===== src/rtl/sp_pkg.sv =====
// Shared types and helpers for the series processor.
// State encoding, mode bit positions and Gray decode.
package sp_pkg;

  typedef enum logic [2:0] {
    IDLE,
    LOAD,
    GRAY,
    ACC,
    SORT,
    OUT
  } state_t;

  localparam int MODE_GRAY = 0;
  localparam int MODE_SUM  = 1;
  localparam int MODE_SORT = 2;

  localparam int GW = 32;

  // Suffix-XOR by doubling; zero upper bits make it width-agnostic.
  function automatic logic [GW-1:0] gray2bin(
    input logic [GW-1:0] g
  );
    logic [GW-1:0] b;
    b = g;
    for (int s = 1; s < GW; s = s * 2) begin
      b = b ^ (b >> s);
    end
    return b;
  endfunction

endpackage


===== src/rtl/sp_clk_gate.sv =====
// Latch-based integrated clock gate.
// Enable is captured while clk is low to keep gclk glitch-free.
module sp_clk_gate (
  input  logic clk,
  input  logic en,
  output logic gclk
);

  logic en_l;

  always_latch begin
    if (!clk) en_l <= en;
  end

  assign gclk = clk & en_l;

endmodule


===== src/rtl/sp_series_proc.sv =====
// Burst series processor: Gray decode, running sum, sort.
// Word buffer sits on a gated clock; control stays on clk.
module sp_series_proc
  import sp_pkg::*;
#(
  parameter int N_DATA = 6,
  parameter int DATA_W = 9
) (
  input  logic              clk,
  input  logic              rst,
  input  logic              cg_en,
  input  logic              in_valid,
  input  logic [2:0]        in_mode,
  input  logic [DATA_W-1:0] in_data,
  output logic              out_valid,
  output logic [DATA_W-1:0] out_data
);

  localparam int CNT_W = $clog2(N_DATA + 1);
  localparam logic [CNT_W-1:0] LAST =
    CNT_W'(N_DATA - 1);

  state_t            state;
  logic [CNT_W-1:0]  cnt;
  logic [2:0]        mode;
  logic [DATA_W-1:0] mem    [N_DATA];
  logic [DATA_W-1:0] gray_v [N_DATA];
  logic [DATA_W-1:0] sum_v  [N_DATA];
  logic [DATA_W-1:0] sort_v [N_DATA];
  logic [DATA_W-1:0] acc;
  logic              cg_on;
  logic              gclk;

  // The first word and reset land while IDLE, so both open the gate.
  assign cg_on = !cg_en || rst || in_valid
              || (state != IDLE);

  sp_clk_gate u_cg (
    .clk  (clk),
    .en   (cg_on),
    .gclk (gclk)
  );

  always_comb begin
    acc    = '0;
    sort_v = mem;
    for (int i = 0; i < N_DATA; i++) begin
      gray_v[i] = DATA_W'(gray2bin(GW'(mem[i])));
      acc       = acc + mem[i];
      sum_v[i]  = acc;
    end
    // Even passes pair (0,1),(2,3)..; odd passes (1,2),(3,4)..
    for (int i = 0; i < N_DATA - 1; i++) begin
      if ((i % 2) == int'(cnt[0])
          && mem[i] < mem[i+1]) begin
        sort_v[i]   = mem[i+1];
        sort_v[i+1] = mem[i];
      end
    end
  end

  always_ff @(posedge gclk) begin
    if (rst) begin
      mem <= '{default: '0};
    end else begin
      unique case (state)
        IDLE: if (in_valid) mem[0] <= in_data;
        LOAD: if (in_valid) mem[cnt] <= in_data;
        GRAY: if (mode[MODE_GRAY]) mem <= gray_v;
        ACC:  if (mode[MODE_SUM]) mem <= sum_v;
        SORT: if (mode[MODE_SORT]) mem <= sort_v;
        default: ;
      endcase
    end
  end

  always_ff @(posedge clk) begin
    if (rst) begin
      state     <= IDLE;
      cnt       <= '0;
      mode      <= '0;
      out_valid <= 1'b0;
      out_data  <= '0;
    end else begin
      out_valid <= 1'b0;
      out_data  <= '0;
      unique case (state)
        IDLE: begin
          if (in_valid) begin
            mode  <= in_mode;
            cnt   <= CNT_W'(1);
            state <= LOAD;
          end
        end
        LOAD: begin
          if (in_valid) begin
            if (cnt == LAST) begin
              cnt   <= '0;
              state <= GRAY;
            end else begin
              cnt <= cnt + 1'b1;
            end
          end
        end
        GRAY: state <= ACC;
        ACC: begin
          cnt   <= '0;
          state <= SORT;
        end
        SORT: begin
          if (cnt == LAST) begin
            cnt   <= '0;
            state <= OUT;
          end else begin
            cnt <= cnt + 1'b1;
          end
        end
        OUT: begin
          out_valid <= 1'b1;
          out_data  <= mem[cnt];
          if (cnt == LAST) begin
            cnt   <= '0;
            state <= IDLE;
          end else begin
            cnt <= cnt + 1'b1;
          end
        end
        default: state <= IDLE;
      endcase
    end
  end

endmodule

===== config.mk =====
export PLATFORM = sky130hd
export DESIGN_NAME = sp_series_proc
export DESIGN_NICKNAME = d
export VERILOG_FILES = /design/src/rtl/sp_pkg.sv /design/src/rtl/sp_clk_gate.sv /design/src/rtl/sp_series_proc.sv
export SDC_FILE = /design/constraint.sdc
export NUM_CORES = 1
export LEC_CHECK = 0
export CORE_ASPECT_RATIO = 0.75
export CORE_MARGIN = 1
export CORE_UTILIZATION = 64
export CTS_BUF_LIST = sky130_fd_sc_hd__clkbuf_16
export DETAILED_ROUTE_END_ITERATION = 6
export GPL_TIMING_DRIVEN = 0
export PLACE_DENSITY_LB_ADDON = 0.15
export SETUP_SLACK_MARGIN = 0.3
export SYNTH_ARGS = -nofsm -noshare
export SYNTH_HDL_FRONTEND = slang
export SYNTH_SLANG_ARGS = --single-unit

===== constraint.sdc =====
create_clock -name clk -period 5.88 [get_ports clk]
set_input_delay 1.176 -clock clk [delete_from_list [all_inputs] [get_ports clk]]
set_output_delay 1.176 -clock clk [all_outputs]
set_load 0.05 [all_outputs]

# Word level (Yosys, flattened, before mapping)
# Cells that the tools add are included.
# Widths: inputs -> output; s select.
[word_totals]
ff_bits = 73
latchBits = 1
elab_cells = 135
[classes]
mux = 29
n_reduce_logical = 26
eq_ne = 20
magnitude_cmp = 7
n_addsub = 6
bitwise = 35
[ops]
columns = ["op", "n"]
rows = [
  ["$pmux 45 s4", 1],
  ["$mux 54", 3],
  ["$mux 18", 5],
  ["$bwmux 54", 1],
  ["$xor 9x1->9", 6],
  ["$xor 9x1->9 const B", 6],
  ["$xor 9x5->9", 6],
  ["$xor 9x7->9", 6],
  ["$xor 9x8->9", 6],
  ["$add 9x9->9", 5],
  ["$lt 9x9->1", 5],
  ["$mux 45", 1],
  ["$pmux 9 s5", 1],
  ["$mux 9", 4],
  ["$reduce_and 6->1", 5],
  ["$bmux 9 s3", 1],
  ["$demux 9 s3", 1],
  ["$mux 3", 7],
  ["$ne 2x2->1 const B", 10],
  ["$pmux 3 s6", 1],
  ["$ne 3x3->1 const B", 4],
  ["$pmux 3 s4", 1],
  ["$reduce_bool 4->1", 3],
  ["$eq 3x3->1 const B", 3],
  ["19 further kinds", 31],
]

# Depth between registers and ports, before layout
# Gate-level depths: netlist of the first run.
[depth]
depth_word = 9
depth_mapped = 27
depth_no_buf = 26

# Modules after synthesis
# A second synthesis of the first run with hierarchy kept.
[unflattened]
cells_unflattened = 1033
area_unflattened_um2 = 8120.3
[by_module_without_submodules]
columns = ["module", "area_per_inst_um2", "instances", "cells_each"]
rows = [
  ["sp_series_proc", 8099.0, 1, 1031],
  ["sp_clk_gate", 21.3, 1, 2],
]

==> results of run 1 <==
per-layer routing:
| metal | wire length (µm) | GRT usage |
|---|---|---|
| met1 | 12600 | 0.650 |
| met5 | 13 | 0.0333 |
| met2 | 13000 | 0.726 |
| met3 | 5590 | 0.177 |
| met4 | 2670 | 0.352 |
what timing repair did:
item	CTS	global route
setup endpoints to repair	4	4
gates resized for setup	23	42
gates cloned	0	0
setup buffers	2	8
pin swaps	4	25
how the worst max path moves through the flow:
stage,endpoint,slack [ns],cells after the start
finish,flip-flop,0.28,27
global route,flip-flop,0.17,26
CTS,flip-flop,0.31,27
detailed placement,flip-flop,-0.44,27
global placement,flip-flop,-0.34,26
floorplan,flip-flop,0.64,27
placed cells by master (no fill, tap or decap), types with 44 or more instances in the layout:
cell      netlist  routed
a21oi_1        82      72
ha_1           83      73
nand2_1        84      84
nor2_1         97      94
inv_1          70      70
clkbuf_1       46      44
o21ai_0        98      97
xnor2_1        57      48
dfxtp_1        73      68
power groups by stage:
stage	Sequential (W)	Clock, W	Combinational (W)
6_report	0.000513	0.000692	0.000380
5_1_grt	0.000512	0.000707	0.000404
4_1_cts	0.000510	0.000682	0.000342
3_5_place_dp	0.000522	0.0000550	0.000329
3_3_place_gp	0.000521	0.0000550	0.000323
2_1_floorplan	0.000510	0.0000550	0.000238
tightest hold or removal path, stage by stage (launching register included):
cell and delay (ns):
dfxtp_1 0.34, mux2i_1 0.13, nor2_1 0.05
kinds of logic after synthesis:
| family | after synthesis | synth area share |
|---|---|---|
| AOI/OAI and AO/OA | 383 | 0.319 |
| xor gates and xnor gates | 79 | 0.0979 |
| adders and majority gates | 88 | 0.141 |
| buffers and inverters | 132 | 0.0635 |
| DFF | 73 | 0.181 |
| latches | 1 | 0.00186 |
| muxes | 27 | 0.0356 |
| and+or+nand+nor | 280 | 0.160 |
metrics by stage:
step           TNS [ns]  total power [W]  cell area [µm²]
6_report              0          0.00159             9300
5_1_grt               0          0.00162             9300
4_1_cts               0          0.00153             9040
3_5_place_dp     -0.773         0.000906             8520
3_3_place_gp     -0.506         0.000900             8520
2_1_floorplan         0         0.000803             8070
layout make-up:
cell class                 instances  area [µm²]  area share
multi-input combinational        857        6370       0.685
sequential                        74        1490       0.160
clock buffer                      14         350      0.0377
timing repair buffer              34         315      0.0339
inverter                          72         270      0.0291
buffer                            60         258      0.0277
tap                              166         208      0.0223
clock inverter                     2        33.8     0.00363
==> results.txt, run 1 <==
The flow ran to the end, but the final reports show violations. The final reports fail on DRC. In this run, synthesis inferred 0 flip-flops with an integrated enable. After floorplanning, the core was sized to cover 0.0123 mm².

After detailed routing, the number of remaining DRC violations is 21. The worst hold slack is 0.567 ns, and the share of Yosys cell area claimed by the top area cell type is 0.181. The post-detailed-route via-to-cell ratio came out at 7.29.

For the wire length of the first global-routing pass, the log shows 50000 µm. TritonCTS built the clock tree. The number of antenna diodes in the final layout is 0. The floorplan step set the die height to 99.3 µm. The kind of cell adding the most delay to the critical path was compound AO/OA/AOI/OAI gates. Synthesis produced a netlist with a net count of 1167.

The detailed router finished its first iteration with 1652 violations. The tools report the placed wire-length estimate as 24500 µm. The initial core utilization is 0.656, and the power density normalized to cell area is 170 mW/mm². Overall track demand over capacity in global routing: 0.512. The share of the cycle needed by the critical path after routing works out to 0.952. On the final layout, the worst clock skew is 0.104 ns.

Setup repair after global routing left no endpoint under its margin. The cell count of the worst hold path is 2. The number of buffer and inverter instances along the worst setup path works out to 2. The number of max-capacitance violations reported came out at 0. Among all flip-flop cells after synthesis, the most frequent one is dfxtp_1. The initial antenna violation count is 1. Yosys attributes the largest share of cell area to dfxtp_1, ha_1, xnor2_1.

The number of filler cells placed in the layout is 952. Data arrives at the worst endpoint at 6.19 ns. Wires add up to 33900 µm. Counting cells, the worst reg-to-reg path comes to 27. Cell taking the most area after synthesis: dfxtp_1.

The per-cell routed wire length was 26.5 µm; the switching share of total power was 0.311. The fraction of registers with async set/reset was 0; the final number of max-transition violations was 0. By count the netlist is led by o21ai_0, nor2_1, nand2_1.

In this design, the stage delay of the slowest critical-path cell is 0.36 ns. Leaving out filler cells and counting taps, the final layout contains 1279. The total of endpoints with negative setup slack in the final report was 0. The synthesis-stage register bit count was 74; the total instance count after detailed placement was 1253. The worst setup path is launched from a flip-flop. The number of failing hold endpoints at the final stage was 0; the number of I/O port buffers was 24. The share of layout cells above drive strength 1 is 0.0943.

After clock tree synthesis, the clock-pin slew on the worst setup and hold paths is 0.08 ns. The utilization after layout came out at 0.756. The portion of total power attributed to combinational logic came out at 0.240. In this run, post-CTS hold repair placed 0 buffers.

The Yosys step of the flow raised 0 warnings. After floorplanning, the core was divided into 35 placement rows. OpenSTA, run right after detailed placement, puts the worst setup slack at -0.440 ns. For this design the total switching power over the nets is 0.000493 W. The run gives 0.28 ns as the register-to-register setup slack. The die is 132 µm wide. For this design, the slowest cell found on the critical path is dfxtp_4.

The mean cell area of the mapped netlist works out to 7.60 µm². The tools report the kind of capture point of the worst setup path as a flip-flop. Endpoint of the worst hold-timing path: mode[2].

For the number of global-route vias before repair, the log shows 8552. The number of iterations in the first detailed-routing pass is 7. The run gives 0.436 as the clock network fraction of total power.

Among all cell types in the netlist, the one instantiated most often is o21ai_0. In this run the remaining antenna-violating nets after routing total 0. The synthesized instance count is 1063, and the area growth from synthesis to final layout is 15.2%. The net count of the finished layout is 1216.

The run gives 0.00807 mm² as the mapped cell area. 26 I/O pins were placed. The actual slew at the worst max-slew pin is 1.38 ns, and the latest clock arrival within the worst-skew pair is 0.72 ns. The tools report the total number of vias as 9324. The source of the worst hold timing path was mode[2]. After layout, the minimum clock period comes to 5.60 ns. The count of unique library cells instantiated by Yosys is 72. IR analysis of the VDD net gives a maximum drop of 130 µV. The power share of the sequential group was 0.324; the cell-internal power was 0.00109 W.

The normalized max-slew margin came out at 0.0724. At the end of routability-driven placement, the weighted congestion stood at 1.03. Across all setup checks in the final design, the least slack found is 0.281 ns.

In this run the static leakage power is 3.51 nW. The worst setup path is of the reg2reg kind. Summed over all layers, the global routing overflow is 0. The run gives 179 MHz as the achievable frequency. The die covers 0.0131 mm². The worst hold path belongs to the class reg2reg.

STA puts the critical path data required time at 6.47 ns. The largest net degree at the start of global routing is 16. Along the worst path, the maximum fanout reaches 8.
Note: power is estimated with default switching activity, not from simulation.
==> run 2, diff against run 1 <==
--- a/config.mk
+++ b/config.mk
@@ -5,12 +5,12 @@
 export SDC_FILE = /design/constraint.sdc
 export NUM_CORES = 1
 export LEC_CHECK = 0
+export CAP_MARGIN = 0
 export CORE_ASPECT_RATIO = 0.75
 export CORE_MARGIN = 1
 export CORE_UTILIZATION = 64
 export CTS_BUF_LIST = sky130_fd_sc_hd__clkbuf_16
 export DETAILED_ROUTE_END_ITERATION = 6
-export GPL_TIMING_DRIVEN = 0
 export PLACE_DENSITY_LB_ADDON = 0.15
 export SETUP_SLACK_MARGIN = 0.3
 export SYNTH_ARGS = -nofsm -noshare
==> results.txt, run 2 (same netlist as run 1, synthesis figures left out) <==
The count of cells along the worst register-to-register path was 24 (-11%). The type of the setup path with the least slack is reg2reg. The chip width works out to 132 µm (unchanged).

STA classifies the critical path startpoint as a flip-flop. Most frequent standard cell in the layout excluding fill and tap cells: o21ai_0. The power density normalized to cell area is 165 mW/mm² (-3.3%), and the per-cell routed wire length is 24.1 µm (-8.9%).

Latest clock arrival within the worst-skew pair: 0.75 ns (+0.03 ns). The min-delay analysis places its worst path in the category reg2reg. The run finished, with violations left. The startpoint identified for the worst register-to-register timing path is mem[45].

Aggregate global routing overflow: 0 (unchanged). The area of the placeable core was 0.0123 mm² (unchanged). The setup TNS is 0 ns (unchanged). Normalized max-slew margin: 0.118 (+0.0455). The checks that failed: DRC.

The final number of max-transition violations is 0 (unchanged). Setup repair after global routing could not meet its margin everywhere. Full die area: 0.0131 mm² (unchanged). The tools report the number of design-rule violations left by the first detailed-router iteration as 1270 (-23%). For the clock tree skew after final layout, the log shows 0.148 ns (+0.0438 ns).

The switching share of total power came out at 0.317 (+0.00584). The highest fanout seen on the critical path is 4 (-4). The run gives 21100 µm (-14%) as the placed wire-length estimate. Overall die height: 99.3 µm (unchanged).

The area after detailed placement was 0.00848 mm² (-0.53%); the register-to-register setup slack was 0.44 ns (+0.16 ns). The maximum ir drop on the vdd rail is 122 µV (-6.1%). The worst setup path is captured at a flip-flop. The routability-driven placement congestion ratio was 1.03 (+0.42%); the final critical-path required period was 5.44 ns (-0.157 ns). The area growth from synthesis to final layout came out at 11.7%.

The share of the cycle needed by the critical path after routing is 0.926 (-0.0267), and the number of iterations in the first detailed-routing pass is 7 (unchanged). The worst hold slack was 0.549 ns (-0.0180 ns); the DRC violation count after routing was 6 (-71%). The run gives 0.00149 W (-6.2%) as the total design power. The tools report the total wirelength of the detailed-routed design as 29900 µm (-12%).

For the initial core utilization, the log shows 0.656 (unchanged). The remaining antenna violation count was 0 (unchanged); the achievable frequency was 184 MHz (+2.9%). The largest net degree at the start of global routing came out at 44 (+28). The run gives 45400 µm (-9.1%) as the wire length of the first global-routing pass. The actual slew at the worst max-slew pin is 1.31 ns (-0.0714 ns), and the portion of total power attributed to combinational logic is 0.243 (+0.003). The tools report the final instance area as 0.00902 mm² (-3.0%). The number of diodes added for antenna fixing was 0 (unchanged); the cell-internal power was 0.00102 W (-7.0%). The critical path starts at mem[45].

The share of layout cells above drive strength 1 was 0.0904 (-0.00394). The post-cts hold buffer count was 0 (unchanged). The run gives 6.06 ns (-0.13 ns) as the worst path arrival time. Number of max-capacitance violations reported: 0 (unchanged). The logs give 0.341 (+0.017) for the power share of the sequential group and 0.416 (-0.020) for the clock network fraction of total power. Leaving out fill and tap cells, the most frequent cells in the layout are o21ai_0, nor2_1, nand2_1. The number of global-route vias before repair was 8158 (-4.6%); the total number of vias was 8847 (-5.1%). The number of failing hold endpoints at the final stage was 0 (unchanged); the standard-cell row count was 35 (unchanged). The post-detailed-route via-to-cell ratio came out at 7.14 (-2.1%).

The clock slew seen by the registers of the worst setup and hold paths came out at 0.08 ns (about the same). The total of endpoints with negative setup slack in the final report came out at 0 (unchanged). The initial antenna violation count came out at 0 (-1). The layout net count was 1175 (-3.4%). TritonCTS built the clock tree. The required time of the critical path is 6.50 ns (+0.03 ns), and the overall track demand over capacity in global routing is 0.446 (-0.0668).

The number of I/O port buffers was 25 (+4.2%). The switching component of the power came out at 0.000471 W (-4.5%). The run gives 3.43 nW (-2.4%) as the static power due to leakage. The run gives 26 (unchanged) as the count of pins on the block boundary.
-- run 2: metrics by stage --
stage	setup WS (ns)	cells	utilization
after floorplan	0.640	1063	-
after global placement	0.385	1217	0.689
after detailed placement	0.261	1217	0.689
after CTS	0.304	1234	0.717
after global routing	0.279	1239	0.733
final	0.438	1239	0.733
-- run 2: worst min-delay path by stage --
| stage | slack [ns] | from | cells past startpoint | to |
|---|---|---|---|---|
| 6_report | 0.55 | mode[2] | 2 | mode[2] |
| 5_1_grt | 0.59 | mode[0] | 2 | mode[0] |
| 4_1_cts | 0.55 | mode[2] | 2 | mode[2] |
| 3_5_place_dp | 0.23 | u_cg.en_l | 0 | clock gate |
| 3_3_place_gp | 0.23 | u_cg.en_l | 0 | clock gate |
| 2_1_floorplan | 0.23 | u_cg.en_l | 0 | clock gate |
-- run 2: area by class of cell --
| type | count | area (µm²) |
|---|---|---|
| Sequential cell | 74 | 1490 |
| Multi-Input combinational cell | 857 | 6260 |
| Fill cell | 1011 | 3290 |
| Tap cell | 166 | 208 |
| Inverter | 72 | 270 |
| Clock inverter | 4 | 16.3 |
| Timing Repair Buffer | 53 | 455 |
| Clock buffer | 13 | 325 |
-- run 2: repair_timing --
| item | CTS | global route |
|---|---|---|
| pin swaps | 0 | 16 |
| setup endpoints to repair | 1 | 3 |
| hold endpoints to repair | 0 | 0 |
| resized for setup | 2 | 31 |
| buffers inserted | 0 | 5 |
-- run 2: critical path, stage by stage (launching register included) --
cell	delay [ns]
dfxtp_4	0.37
ha_2	0.19
fa_2	0.57
inv_1	0.07
fa_2	0.58
inv_1	0.06
ha_1	0.27
a21o_1	0.20
a21oi_2	0.20
o21bai_2	0.12
a21oi_4	0.19
xnor2_4	0.17
ha_4	0.24
and2_1	0.15
a221o_1	0.31
nor2_1	0.14
xnor2_1	0.18
ha_1	0.31
or2_2	0.30
a21oi_2	0.13
a21oi_1	0.06
xnor2_1	0.14
nor3b_2	0.16
mux2i_1	0.14
o21ai_1	0.07
-- run 2: power by group through the flow --
stage / Combinational, W / Clock, W / Sequential (W)
final: 0.000361 / 0.000618 / 0.000507
after global routing: 0.000383 / 0.000639 / 0.000509
after CTS: 0.000331 / 0.000618 / 0.000506
after detailed placement: 0.000327 / 0.0000550 / 0.000517
after global placement: 0.000325 / 0.0000550 / 0.000517
after floorplan: 0.000238 / 0.0000550 / 0.000510
-- run 2: per-layer routing --
layer	vias up	GRT usage	share of wire
met3	122	0.105	0.13
met4	0	0.209	0.048
met2	699	0.672	0.42
met1	4060	0.602	0.40
li1	3966	-	-
met5	-	0	0
